<file path="config.mk">
export PLATFORM = sky130hd
export DESIGN_NAME = boa_mem_arbiter
export DESIGN_NICKNAME = d
export VERILOG_FILES = /design/src/rtl/boa_mem_pkg.sv /design/src/rtl/boa_rr_picker.sv /design/src/rtl/boa_mem_arbiter.sv
export SDC_FILE = /design/constraint.sdc
export NUM_CORES = 1
export LEC_CHECK = 0
export CORE_AREA = 3 3 104 106
export CTS_CLUSTER_SIZE = 40
export DETAILED_ROUTE_END_ITERATION = 8
export DIE_AREA = 0 0 107 109
export SLEW_MARGIN = 20
export SYNTH_ARGS = -nofsm -noshare
export SYNTH_HDL_FRONTEND = slang
export SYNTH_SLANG_ARGS = --single-unit
</file>
<file path="constraint.sdc">
create_clock -name clk -period 1.85 [get_ports clk]
set_clock_uncertainty 0.15 [all_clocks]
set_input_delay 0.37 -clock clk [delete_from_list [all_inputs] [get_ports clk]]
set_output_delay 0.37 -clock clk [all_outputs]
set_load 0.03 [all_outputs]
</file>
<file path="src/rtl/boa_mem_pkg.sv">
// Shared types and parameter legality helpers for the Boa memory bus arbiter.
// Functions are constant-evaluable so they can size ports and gate elaboration checks.
package boa_mem_pkg;

    typedef enum logic {
        IDLE = 1'b0,
        BUSY = 1'b1
    } arb_state_t;

    function automatic bit alen_legal(input int a);
        return a >= 8;
    endfunction

    function automatic bit dlen_legal(input int d);
        return (d == 32) || (d == 64);
    endfunction

    function automatic bit ports_legal(input int p);
        return (p >= 1) && (p <= 8);
    endfunction

    function automatic int idx_width(input int p);
        return (p > 1) ? $clog2(p) : 1;
    endfunction

    function automatic int wait_width(input int t);
        return (t > 0) ? $clog2(t + 1) : 1;
    endfunction

endpackage

</file>
<file path="src/rtl/boa_rr_picker.sv">
// Combinational round-robin picker: first pending requester after 'last', wrapping.
// Scans {pending, pending-above-last}; the lowest set bit is the winner.
module boa_rr_picker
    import boa_mem_pkg::*;
#(
    parameter int ports = 2,
    localparam int IW = idx_width(ports)
) (
    input  logic [ports-1:0] i_pending,
    input  logic [IW-1:0]    i_last,
    output logic [ports-1:0] o_grant,
    output logic [IW-1:0]    o_idx,
    output logic             o_valid
);

    logic [ports-1:0]   w_above;
    logic [2*ports-1:0] w_scan;

    always_comb begin
        w_above = '0;
        for (int i = 0; i < ports; i++) begin
            w_above[i] = (i > int'(i_last));
        end
    end

    assign w_scan = {i_pending, i_pending & w_above};

    // Walk downwards so the lowest set bit is the last one written.
    always_comb begin
        o_idx   = '0;
        o_valid = 1'b0;
        for (int k = 2*ports-1; k >= 0; k--) begin
            if (w_scan[k]) begin
                o_valid = 1'b1;
                o_idx   = IW'(k % ports);
            end
        end
    end

    assign o_grant = o_valid ? (ports'(1) << o_idx) : '0;

endmodule

</file>
<file path="src/rtl/boa_mem_arbiter.sv">
// N-to-1 round-robin arbiter for the Boa memory bus with byte strobes and a
// response timeout that completes the transfer with an error instead of hanging.
module boa_mem_arbiter
    import boa_mem_pkg::*;
#(
    parameter int alen    = 32,
    parameter int dlen    = 32,
    parameter int ports   = 2,
    parameter int timeout = 0
) (
    input  logic                             clk,
    input  logic                             rst_n,
    input  logic [ports-1:0]                 req_re,
    input  logic [ports-1:0][dlen/8-1:0]     req_we,
    input  logic [ports-1:0][alen-3:0]       req_addr,
    input  logic [ports-1:0][dlen-1:0]       req_wdata,
    output logic [ports-1:0]                 req_ready,
    output logic [ports-1:0]                 req_err,
    output logic [dlen-1:0]                  req_rdata,
    output logic                             mem_re,
    output logic [dlen/8-1:0]                mem_we,
    output logic [alen-3:0]                  mem_addr,
    output logic [dlen-1:0]                  mem_wdata,
    input  logic                             mem_ready,
    input  logic [dlen-1:0]                  mem_rdata
);

    localparam int IW = idx_width(ports);
    localparam int CW = wait_width(timeout);
    localparam logic [CW-1:0] TO_LAST = (timeout > 0) ? CW'(timeout - 1) : '0;

    if (!alen_legal(alen)) begin : g_bad_alen
        $fatal(1, "boa_mem_arbiter: alen must be at least 8");
    end
    if (!dlen_legal(dlen)) begin : g_bad_dlen
        $fatal(1, "boa_mem_arbiter: dlen must be 32 or 64");
    end
    if (!ports_legal(ports)) begin : g_bad_ports
        $fatal(1, "boa_mem_arbiter: ports must be 1..8");
    end

    arb_state_t       r_state;
    arb_state_t       w_next_state;
    logic [IW-1:0]    r_last;
    logic [IW-1:0]    r_owner;
    logic [ports-1:0] r_owner_oh;
    logic [CW-1:0]    r_wait;

    logic [ports-1:0] w_pending;
    logic [ports-1:0] w_grant;
    logic [IW-1:0]    w_grant_idx;
    logic             w_grant_valid;
    logic             w_timeout_hit;
    logic             w_done;

    always_comb begin
        for (int i = 0; i < ports; i++) begin
            w_pending[i] = req_re[i] | (|req_we[i]);
        end
    end

    boa_rr_picker #(
        .ports (ports)
    ) u_picker (
        .i_pending (w_pending),
        .i_last    (r_last),
        .o_grant   (w_grant),
        .o_idx     (w_grant_idx),
        .o_valid   (w_grant_valid)
    );

    assign w_timeout_hit = (timeout != 0) && (r_state == BUSY) && !mem_ready
                           && (r_wait == TO_LAST);
    assign w_done        = (r_state == BUSY) && (mem_ready || w_timeout_hit);

    always_comb begin
        w_next_state = r_state;
        case (r_state)
            IDLE:    if (w_grant_valid) w_next_state = BUSY;
            BUSY:    if (w_done)        w_next_state = IDLE;
            default: w_next_state = IDLE;
        endcase
    end

    // Owner and 'last' only move on a grant; the wait counter saturates rather than wraps.
    always_ff @(posedge clk) begin
        if (!rst_n) begin
            r_state    <= IDLE;
            r_last     <= IW'(ports - 1);
            r_owner    <= '0;
            r_owner_oh <= '0;
            r_wait     <= '0;
        end else begin
            r_state <= w_next_state;
            if (r_state == IDLE && w_grant_valid) begin
                r_owner    <= w_grant_idx;
                r_owner_oh <= w_grant;
                r_last     <= w_grant_idx;
                r_wait     <= '0;
            end else if (r_state == BUSY && !mem_ready && r_wait != '1) begin
                r_wait <= r_wait + CW'(1);
            end
        end
    end

    always_comb begin
        mem_re    = 1'b0;
        mem_we    = '0;
        mem_addr  = '0;
        mem_wdata = '0;
        req_ready = '0;
        req_err   = '0;
        req_rdata = mem_rdata;
        if (r_state == BUSY) begin
            mem_re    = req_re[r_owner];
            mem_we    = req_we[r_owner];
            mem_addr  = req_addr[r_owner];
            mem_wdata = req_wdata[r_owner];
            req_ready = r_owner_oh & {ports{w_done}};
            req_err   = r_owner_oh & {ports{w_timeout_hit}};
            if (w_timeout_hit) begin
                req_rdata = '0;
            end
        end
    end

endmodule

</file>
# Word level (Yosys, flattened, before mapping)
# Index checks and enable logic that the tools add are counted.
word_totals:
  ff_bits: 5
  inputBits: 169
  wordCells: 40
classes:
  n_lt_le_gt_ge: 2
  shifts: 1
  mux: 24
  bitwise_logic: 5
  n_reduce_logical: 4
op_table:
  columns: ["op", "count"]
  rows:
  - ["2-to-1 mux 32 bit", 3]
  - ["2-to-1 mux 30 bit", 3]
  - ["2-to-1 mux 1 bit", 12]
  - ["2-to-1 mux 4 bit", 3]
  - ["OR reduction 4 bit", 2]
  - ["AND 2 bit", 2]
  - ["2-to-1 mux 2 bit", 2]
  - ["logical AND 1 bit", 2]
  - ["less-than comparator 1 x 2 -> 1 bit (second input constant)", 1]
  - ["OR 1 bit", 2]
  - ["case mux 1 bit (2 select lines)", 1]
  - ["left shift 1 x 1 -> 2 bit (first input constant)", 1]
  - ["> comparator 1 bit (first input constant)", 1]
  - ["NOT 1 bit", 1]

# Depth between registers and ports, before layout
# Gate-level depths: netlist (run 1).
logic_depth:
  depth_word: 8
  mapped_depth: 5
  ltp_nobuf: 3

# Hierarchy
# A second synthesis (run 1) with hierarchy kept.
unflattened:
  cells_unflattened: 220
  hier_area_um2: 1742.9
modules_own_cells:
  columns: ["mod", "n_inst", "cells_each", "area_per_inst_um2", "seq_area_each_um2"]
  rows:
  - ["boa_mem_arbiter", 1, 215, 1710.4, 100.1]
  - ["boa_rr_picker", 1, 5, 32.5, 0.0]

# Worst setup path after synthesis (run 1)
# OpenSTA, ideal clock, no wires.
synth_path:
  path_type: "reg2out"
  startpoint: "register r_state"
  endpoint: "output port mem_addr[0]"
  t_arrival_ns: 1.292
  t_required_ns: 1.330
  setup_slack_ns: 0.038
  stages_incl_launch_ff: 4
  cell_sequence: "dfxtp_1 -> clkbuf_1 -> clkbuf_1 -> nor2b_1"
synth_via:
  elab_chain_cells: 1
synth_lines:
  columns: ["element", "line", "rtl"]
  rows:
  - ["start, declared", "boa_mem_arbiter.sv:42", "arb_state_t r_state;"]
  - ["start signal, assigned", "boa_mem_arbiter.sv:94", "r_state <= w_next_state;"]
  - ["2-to-1 mux 30 bit", "boa_mem_arbiter.sv:114", "if (r_state == BUSY) begin"]
  - ["end, declared", "boa_mem_arbiter.sv:22", "output logic [alen-3:0] mem_addr,"]
# No other way between the ends.

# Final worst setup path (run 1)
layout_path:
  startpoint: "register r_owner"
  endpoint: "output port mem_wdata[17]"
layout_via:
  elab_chain_cells: 3
layout_lines:
  columns: ["element", "line", "rtl"]
  rows:
  - ["start, declared", "boa_mem_arbiter.sv:45", "logic [IW-1:0] r_owner;"]
  - ["start signal, assigned", "boa_mem_arbiter.sv:96", "r_owner <= w_grant_idx;"]
  - ["2-to-1 mux 32 bit (not written as such) (2 in series)", "boa_mem_arbiter.sv:118", "mem_wdata = req_wdata[r_owner];"]
  - ["2-to-1 mux 32 bit", "boa_mem_arbiter.sv:114", null]
  - ["end, declared", "boa_mem_arbiter.sv:23", "output logic [dlen-1:0] mem_wdata,"]
# No other way between the ends. The select of a mux whose other input is x is not followed.

==> qor.yml, run 1 <==
worstSkewPairLatency_ns: 0.22
intPower_mw: 0.867
dp_hpwl_mm: 6.05
hold_viol_final: 0
track_usage_pct: 10.6
setup_violations: 1
post_dp_cell_area_um2: 3540
vias: 2087
synth_area_um2: 1700
clk_pin_slew_worst_paths_ns: 0.03
critPathLaunchType: "flip-flop"
dieArea_um2: 11700
gp_congestion: 0.786
wl_met3_um: 610
cap_viol_max_count: 0
firstDrtPassIters: 4
drt_iter0_drc: 50
yosysUniqueCellTypes: 24
synth_most_common_cell: "nor2b_1"
yosysTopAreaCell: "mux2i_1"
n_antenna_cell: 0
cts_tree: "yes"
io_buffers: 205
setup_ws_ns: -0.00584
grt_max_degree: 43
grt_pass1_wl_mm: 10.1
max_freq_ghz: 0.539
drive_above_1_share_pct: 25.2
top_layer: "met4"
synth_top_area_share_pct: 39.5
htreeDepth: 1
synth-seq-area-share_pct: 5.89
min_period_ns: 1.86
initial_core_util_pct: 17.2
power_density_nw_per_um2: 370
grt_pass1_vias: 1998
combPwrFrac_pct: 76.9
violations: "negative setup slack"
io_pins: 272
cts_root_buf: "clkbuf_8"
rsz0062_at_grt: "true"
antenna_found_initial: 0
syn_to_final_growth_pct: 123
criticalPathCategory: "reg -> out"
cp.required_ns: 1.33
synth_compound_area_share_pct: 4.71
wl_per_cell_um: 14.9
synthSimpleGateAreaFrac_pct: 29.0
ys_ff_latch: 5
p_switching_mw: 0.537
synth_top_family_by_area: "multiplexers"
clock_sinks: 5
sw_frac_of_total_pct: 38.2
synth_cells: 216
antenna_left: 0
final-max-slew-violation-count: 0
die_w_um: 107
ys_top_cells_by_count: "nor2b_1 (68), mux2i_1 (67), buf_4 (35)"
worst_setup_path_end_kind: "output port"
worst-path-max-fanout: 8
p_leak_nw: 1.50
synth_fa_ha_area_share_pct: 0
vias_per_cell: 3.97
status: "finished with violations"
synth_flop_cell: "dfxtp_1"
p_seq_share_pct: 9.0
core-area_um2: 9860
fin_hold_ws_ns: 0.326
critPathArrivalTime_ns: 1.34
synth_area_leaders: "mux2i_1 (39%), nor2b_1 (25%), buf_4 (15%), dfxtp_1 (5.9%), clkbuf_1 (1.8%)"
finalCritPeriodShare_pct: 100
cts_hold_buf: 0
ir_drop_uv: 330
synth_edf_count: 0
rows: 36
final_util_pct: 38.5
clkPwrFrac_pct: 14.1
drt-total-wl_mm: 7.86
stdcell_area_um2: 3800
clk_path_buf_depth: 2
die-height_um: 109
synth_xor_area_share_pct: 0
async_flop_share_pct: 0
yosys_warnings: 0
num-nets-final: 563
numCtsBuffers: 3
min_path_type: "reg -> reg"
drc: 0
grt.overflow.total: 0
wl_met1_mm: 2.95
syn_avg_cell_area_um2: 7.87
muxShareOfSynthArea_pct: 39.5
wl_met2_mm: 4.26
per-stage QoR:
stage          instances  setup TNS (ns)  power [mW]  worst slack [ns]
2_1_floorplan        217               0       0.750            0.0377
3_3_place_gp         512          -0.251        1.13           -0.0647
3_5_place_dp         512          -0.334        1.14           -0.0927
4_1_cts              516         -0.0200        1.35           -0.0107
5_1_grt              526           -1.73        1.49           -0.0566
6_report             526        -0.00584        1.40          -0.00584
cell families (layout without fill, tap and decap cells):
logic type             Yosys count  after routing
AOI/OAI and AO/OA               11             11
buffers and inverters           53            229
DFF                              5              5
muxes                           67             67
other                            1              2
and+or+nand+nor                 79             79
sequential cells by signal, summed over array words and instances, names as in the netlist:
signal / cells
r_state: 1
r_last: 1
r_owner_oh: 2
r_owner: 1
per-layer routing:
layer | up-vias | GRT usage, %
met1 | 936 | 11.0
met2 | 96 | 21.1
met4 | 0 | 1.37
met3 | 6 | 3.26
met5 | - | 0
li1 | 1049 | -
layout by cell type (no fill, tap or decap):
master and instances:
a211o_1 1, a21o_1 1, a21oi_1 2, a32o_1 1
and2_1 1, and3_1 2, buf_12 7, buf_16 1
buf_4 70, buf_6 4, clkbuf_1 1, clkbuf_16 4
clkbuf_8 3, clkdlybuf4s50_1 136, conb_1 2, dfxtp_1 3
dfxtp_2 1, dfxtp_4 1, inv_1 3, mux2i_1 63
mux2i_2 4, nand2_1 5, nor2b_1 67, nor2b_2 1
nor4_1 1, nor4_2 1, o211ai_1 1, o21ai_1 1
o21ai_2 1, o22ai_1 2, o311a_1 1, or4_4 1
layout make-up:
| class | count | area (um2) |
|---|---|---|
| clock buffer | 4 | 45.0 |
| fill | 987 | 6070 |
| inverter | 3 | 11.3 |
| multi-input combinational | 159 | 1270 |
| sequential | 5 | 105 |
| tap | 133 | 166 |
| timing repair buffer | 222 | 2200 |
final timing paths:
kind	to	cells after the start	from	slack (ns)
worst max register to register	r_owner_oh[1]$_SDFFE_PN0P_	4	r_state$_SDFF_PN0_	0.69
worst max-delay path	mem_wdata[17]	5	r_owner$_SDFFE_PN0P_	-0.006
worst min register to register	r_owner_oh[1]$_SDFFE_PN0P_	2	r_owner_oh[1]$_SDFFE_PN0P_	0.33
worst min-delay path	r_owner_oh[1]$_SDFFE_PN0P_	2	r_owner_oh[1]$_SDFFE_PN0P_	0.33
power by group through the flow:
stage,clock network [mW],logic (mW),registers (mW)
finish,0.198,1.08,0.126
global route,0.213,1.15,0.127
CTS,0.202,1.02,0.127
detailed placement,0,1.01,0.128
global placement,0,1.00,0.128
floorplan,0,0.628,0.122
worst max-delay path, stage by stage, from the launching register on:
cell and delay [ns]:
dfxtp_4 0.36, buf_6 0.12, clkbuf_16 0.16, mux2i_2 0.15, nor2b_2 0.19, buf_12 0.14
repair_timing:
item | CTS | global route
cloned | 0 | 6
setup buffers | 0 | 4
resized for setup | 3 | 8
endpoints found under the setup margin | 2 | 35
Power figures use the tool's default switching activity.
==> run 2, diff against run 1 <==
--- a/config.mk
+++ b/config.mk
@@ -5,10 +5,12 @@
 export SDC_FILE = /design/constraint.sdc
 export NUM_CORES = 1
 export LEC_CHECK = 0
-export CORE_AREA = 3 3 104 106
+export CAP_MARGIN = 20
+export CORE_AREA = 2 2 105 107
 export CTS_CLUSTER_SIZE = 40
 export DETAILED_ROUTE_END_ITERATION = 8
 export DIE_AREA = 0 0 107 109
+export DONT_BUFFER_PORTS = 1
 export SLEW_MARGIN = 20
 export SYNTH_ARGS = -nofsm -noshare
 export SYNTH_HDL_FRONTEND = slang
==> run 2 against run 1 <==
The flow still finishes with violations (negative setup slack). Cell count decreased by 25%. Sequential share of layout area is 1.6 points higher. Via count fell by 20%. Flip-flop and latch count unchanged. Utilization shrank 16 points. Worst hold slack got worse by 0.22 ns. Design area decreased by 36%. Clock power is essentially flat.
==> qor.yml, run 2 (synthesis gave the netlist of run 1 again) <==
final_common_cell: "buf_4"  # was clkdlybuf4s50_1
dieArea_um2: 11700  # unchanged
max_freq_ghz: 0.539  # about the same
final_util_pct: 22.9  # was 38.5%
num-nets-final: 427  # was 563
die-height_um: 109  # unchanged
violations: "negative setup slack"  # unchanged
vias: 1675  # was 2087
clock_sinks: 5  # unchanged
drive_above_1_share_pct: 38.1  # was 25.2%
criticalPathCategory: "reg -> out"  # unchanged
numCtsBuffers: 3  # unchanged
gp_congestion: 0.719  # was 0.786
firstDrtPassIters: 4  # unchanged
p_leak_nw: 0.968  # was 1.50 nW
htreeDepth: 1  # unchanged
cts_tree: "yes"  # unchanged
path_cells: "buf_12 > clkbuf_16 > mux2i_1 > nor2b_1 > buf_4"  # was buf_6 > clkbuf_16 > mux2i_2 > nor2b_2 > buf_12
fill_cells: 1162  # was 987
io_buffers: 0  # was 205
worstSkewPairLatency_ns: 0.22  # about the same
min_path_type: "in -> reg"  # was reg -> reg
power_density_nw_per_um2: 455  # was 370 nW/um2
drt-total-wl_mm: 6.05  # was 7.86 mm
max_stage_delay_ns: 0.35  # was 0.36 ns
stdcell_area_um2: 2430  # was 3800 um2
syn_to_final_growth_pct: 42.8  # was 123%
drt_iter0_drc: 37  # was 50
wl_per_cell_um: 15.2  # was 14.9 um
worst_setup_path_end_kind: "output port"  # unchanged
antenna_found_initial: 0  # unchanged
critPathLaunchType: "flip-flop"  # unchanged
cts_hold_buf: 0  # unchanged
cap_viol_max_count: 0  # unchanged
preCtsSetupSlack_ns: 0.163  # was -0.0927 ns
rows: 38  # was 36
n_antenna_cell: 0  # unchanged
cpMaxStageDelayCell: "dfxtp_4"  # unchanged
clk_pin_slew_worst_paths_ns: 0.03  # about the same
track_usage_pct: 7.26  # was 10.6%
grt_pass1_wl_mm: 6.81  # was 10.1 mm
vias_per_cell: 4.22  # was 3.97
initial_core_util_pct: 16.0  # was 17.2%
layout_common_cells: "buf_4 (74), nor2b_1 (68), mux2i_1 (63), clkbuf_16 (6), nand2_1 (5)"  # was clkdlybuf4s50_1 (136), buf_4 (70), nor2b_1 (67), mux2i_1 (63), buf_12 (7)
cp.required_ns: 1.33  # about the same
finalCritPeriodShare_pct: 100  # about the same
antenna_left: 0  # unchanged
hold_viol_final: 0  # unchanged
grt_max_degree: 41  # was 43
largest_reg_flops: 2  # unchanged
min_period_ns: 1.86  # about the same
setup_violations: 5  # was 1
ir_drop_uv: 330  # about the same
fin_hold_ws_ns: 0.102  # was 0.326 ns
final-max-slew-violation-count: 0  # unchanged
dp_hpwl_mm: 4.29  # was 6.05 mm
io_pins: 272  # unchanged
setup_ws_ns: -0.00536  # was -0.00584 ns
clk_path_buf_depth: 2  # unchanged
worstReg2RegStart: "r_state$_SDFF_PN0_"  # unchanged
post_dp_cell_area_um2: 2130  # was 3540 um2
core-area_um2: 10600  # was 9860 um2
min_from: "rst_n"  # was r_owner_oh[1]$_SDFFE_PN0P_
worst-path-max-fanout: 9  # was 8
regMostFlops: "r_owner_oh"  # unchanged
critPathArrivalTime_ns: 1.34  # about the same
die_w_um: 107  # unchanged
cts_root_buf: "clkbuf_8"  # unchanged
grt_pass1_vias: 1365  # was 1998
worstSetupStartpoint: "r_owner$_SDFFE_PN0P_"  # unchanged
drc: 0  # unchanged
rsz0062_at_grt: "true"  # unchanged
status: "finished with violations"  # unchanged
grt.overflow.total: 0  # unchanged
==> run 2: changes by cell type in the layout (fill, tap and decap cells not counted), sizes merged <==
cell,delta
clkbuf,+2
clkdlybuf4s50,-136
buf,-2
==> run 2: power breakdown <==
part	switching [mW]	internal, mW
Sequential	0.00531	0.118
Clock	0.0535	0.148
Combinational	0.427	0.353
Total	0.485	0.618
==> run 2: layout make-up <==
| type | instances | area, um2 | share of cell area (%) |
|---|---|---|---|
| Tap cell | 140 | 175 | 7.22 |
| Sequential cell | 5 | 105 | 4.33 |
| Multi-Input combinational cell | 159 | 1270 | 52.2 |
| Timing Repair Buffer | 86 | 823 | 33.9 |
| Clock buffer | 4 | 45.0 | 1.86 |
| Inverter | 3 | 11.3 | 0.464 |
==> run 2: path summary, 6_finish.rpt <==
check	end	slack [ns]	cells past startpoint
worst max-delay path	mem_wdata[10]	-0.005	5
worst min-delay path	r_last$_SDFFE_PN1P_	0.10	1
worst max register to register	r_owner_oh[0]$_SDFFE_PN0P_	0.65	3
worst min register to register	r_owner_oh[1]$_SDFFE_PN0P_	0.33	2
==> run 2: critical path, delay by kind of cell, from the launching register on <==
family / cells / cell delay, ns
muxes: 1 / 0.19
DFF: 1 / 0.35
buffers and inverters: 3 / 0.51
and+or+nand+nor: 1 / 0.06
==> run 2: through the flow <==
step                setup TNS, ns  power [mW]  std cells
floorplan                       0       0.750        217
global placement                0       0.799        382
detailed placement              0       0.814        382
CTS                        -0.119        1.03        387
global route                -1.60        1.16        397
finish                    -0.0173        1.10        397
==> run 2: metal layers <==
layer / track usage, % / up-vias / wire length (um)
li1: - / 774 / -
met1: 7.74 / 754 / 2260
met2: 13.4 / 132 / 3130
met3: 2.39 / 15 / 546
met4: 2.50 / 0 / 112
met5: 0 / - / 0
==> run 2: timing repair <==
item | 4_1_cts | 5_1_grt
cloned | 1 | 8
endpoints found under the setup margin | 12 | 53
resized for setup | 2 | 4
buffers inserted | 0 | 2
hold endpoints to repair | 0 | 0
==> run 3, diff against run 2 <==
--- a/config.mk
+++ b/config.mk
@@ -6,10 +6,10 @@
 export NUM_CORES = 1
 export LEC_CHECK = 0
 export CAP_MARGIN = 20
-export CORE_AREA = 2 2 105 107
+export CORE_AREA = 3 3 103 105
 export CTS_CLUSTER_SIZE = 40
 export DETAILED_ROUTE_END_ITERATION = 8
-export DIE_AREA = 0 0 107 109
+export DIE_AREA = 0 0 106 108
 export DONT_BUFFER_PORTS = 1
 export SLEW_MARGIN = 20
 export SYNTH_ARGS = -nofsm -noshare
==> run 3 against run 2 <==
The run still ends with negative setup slack left. Count of clock-buffer cells in the layout unchanged. Fmax down 0.29%. Die area down 1.8%. Register-to-register slack about the same. Non-clock buffer count down 11. Wire length down 5.6%. Clock power about the same. Worst setup slack worse by 0.0054 ns. Sequential power up 4%. Utilization up 0.073 points. Worst hold slack worse by 0.017 ns. Via count down 6.3%. Largest cell class unchanged. Highest routed layer unchanged.
==> qor.yml, run 3 (synthesis gave the netlist of run 1 again) <==
syn_to_final_growth_pct: 31.4  # was 42.8%
worst_setup_path_end_kind: "output port"  # unchanged
grt_max_degree: 76  # was 41
preCtsSetupSlack_ns: 0.205  # was 0.163 ns
max_freq_ghz: 0.537  # was 0.539 GHz
vias: 1570  # was 1675
grt.overflow.total: 0  # unchanged
final-max-slew-violation-count: 0  # unchanged
antenna_found_initial: 0  # unchanged
p_leak_nw: 0.879  # was 0.968 nW
timing.setup.tns_ns: -0.0190  # was -0.0173 ns
post_dp_cell_area_um2: 2110  # was 2130 um2
critPathArrivalTime_ns: 1.34  # about the same
cap_viol_max_count: 0  # unchanged
num-nets-final: 416  # was 427
grt_pass1_wl_mm: 7.68  # was 6.81 mm
worstSkewPairLatency_ns: 0.22  # about the same
drc: 0  # unchanged
max_stage_delay_ns: 0.42  # was 0.35 ns
ir_drop_uv: 407  # was 330 uV
htreeDepth: 1  # unchanged
dieArea_um2: 11400  # was 11700 um2
die_w_um: 106  # was 107 um
io_pins: 272  # unchanged
cpMaxStageDelayCell: "dfxtp_4"  # unchanged
min_period_ns: 1.86  # about the same
fill_cells: 1093  # was 1162
drive_above_1_share_pct: 35.0  # was 38.1%
cp.required_ns: 1.33  # about the same
min_path_type: "in -> reg"  # unchanged
io_buffers: 0  # unchanged
drt_iter0_drc: 51  # was 37
track_usage_pct: 7.95  # was 7.26%
critPathLaunchType: "flip-flop"  # unchanged
finalCritPeriodShare_pct: 101  # was 100%
place_inst: 372  # was 382
cts_hold_buf: 0  # unchanged
gp_congestion: 0.717  # was 0.719
status: "finished with violations"  # unchanged
numCtsBuffers: 3  # unchanged
layout_common_cells: "buf_4 (70), nor2b_1 (68), mux2i_1 (64), nand2_1 (5)"  # was buf_4 (74), nor2b_1 (68), mux2i_1 (63), clkbuf_16 (6), nand2_1 (5)
instances_no_fill: 379  # was 397
setup_violations: 2  # was 5
cts_tree: "yes"  # unchanged
largest_reg_flops: 2  # unchanged
wl_per_cell_um: 15.1  # was 15.2 um
die-height_um: 108  # was 109 um
antenna_left: 0  # unchanged
clock_sinks: 5  # unchanged
worst-path-max-fanout: 15  # was 9
path_cells: "buf_12 > mux2i_2 > nor2b_1 > buf_4"  # was buf_12 > clkbuf_16 > mux2i_1 > nor2b_1 > buf_4
violations: "negative setup slack"  # unchanged
multi_input_area_um2: 1260  # was 1270 um2
critPathBufInv: 2  # was 3
regMostFlops: "r_owner_oh"  # unchanged
dp_hpwl_mm: 4.53  # was 4.29 mm
rsz0062_at_grt: "true"  # unchanged
clk_pin_slew_worst_paths_ns: 0.04  # was 0.03 ns
core-area_um2: 9730  # was 10600 um2
criticalPathCategory: "reg -> out"  # unchanged
cts_root_buf: "clkbuf_8"  # unchanged
area.sequential_um2: 105  # unchanged
power_density_nw_per_um2: 465  # was 455 nW/um2
drt-total-wl_mm: 5.71  # was 6.05 mm
crit_family: "flip-flops"  # was buffers and inverters
final_common_cell: "buf_4"  # unchanged
firstDrtPassIters: 4  # unchanged
grt_pass1_vias: 1515  # was 1365
n_antenna_cell: 0  # unchanged
setup_ws_ns: -0.0108  # was -0.00536 ns
fin_hold_ws_ns: 0.0851  # was 0.102 ns
initial_core_util_pct: 17.5  # was 16.0%
hold_viol_final: 0  # unchanged
vias_per_cell: 4.14  # was 4.22
clk_path_buf_depth: 2  # unchanged
stdcell_area_um2: 2230  # was 2430 um2
rows: 36  # was 38
-- run 3: cell types whose count changed in the layout (fill, tap and decap cells not counted), sizes merged --
cell	before	now
buf	80	73
clkbuf	10	6
-- run 3: area by class of cell --
| cell class | count | share of cell area [%] |
|---|---|---|
| Timing Repair Buffer | 75 | 28.8 |
| Sequential cell | 5 | 4.71 |
| Inverter | 3 | 0.504 |
| Clock buffer | 4 | 2.02 |
| Multi-Input combinational cell | 159 | 56.5 |
| Tap cell | 133 | 7.45 |
-- run 3: layer usage --
layer  wire, um  GRT usage [%]  up-vias  share of wire [%]
met5          0              0        -                  0
met4         73           2.41        0                1.3
met3        475           2.15       20                8.3
met2       3070           14.6      105                 54
met1       2090           9.02      694                 37
li1           -              -      751                  -
-- run 3: repair_timing --
| item | CTS | global route |
|---|---|---|
| hold endpoints to repair | 0 | 0 |
| gates cloned | 0 | 2 |
| buffers inserted | 0 | 1 |
| gates resized for setup | 1 | 3 |
| setup endpoints to repair | 2 | 54 |
-- run 3: metrics by stage --
step           total power, mW  util (%)
3_5_place_dp             0.814      21.7
3_3_place_gp             0.799      21.7
5_1_grt                   1.10      23.0
4_1_cts                   1.02      22.2
2_1_floorplan            0.750         -
6_report                  1.04      23.0
-- run 3: path summary, 6_finish.rpt --
check	endpoint	slack (ns)	depth (start not counted)	from
max	mem_wdata[30]	-0.01	4	r_owner$_SDFFE_PN0P_
min	r_last$_SDFFE_PN1P_	0.09	1	rst_n
max reg2reg	r_owner_oh[0]$_SDFFE_PN0P_	0.65	3	r_state$_SDFF_PN0_
min reg2reg	r_owner_oh[1]$_SDFFE_PN0P_	0.33	2	r_owner_oh[1]$_SDFFE_PN0P_
-- run 3: power breakdown --
group	switching (mW)	internal (mW)	leakage (nW)
clock	0.0552	0.148	0.0228
combinational	0.402	0.306	0.814
sequential	0.00966	0.118	0.0424
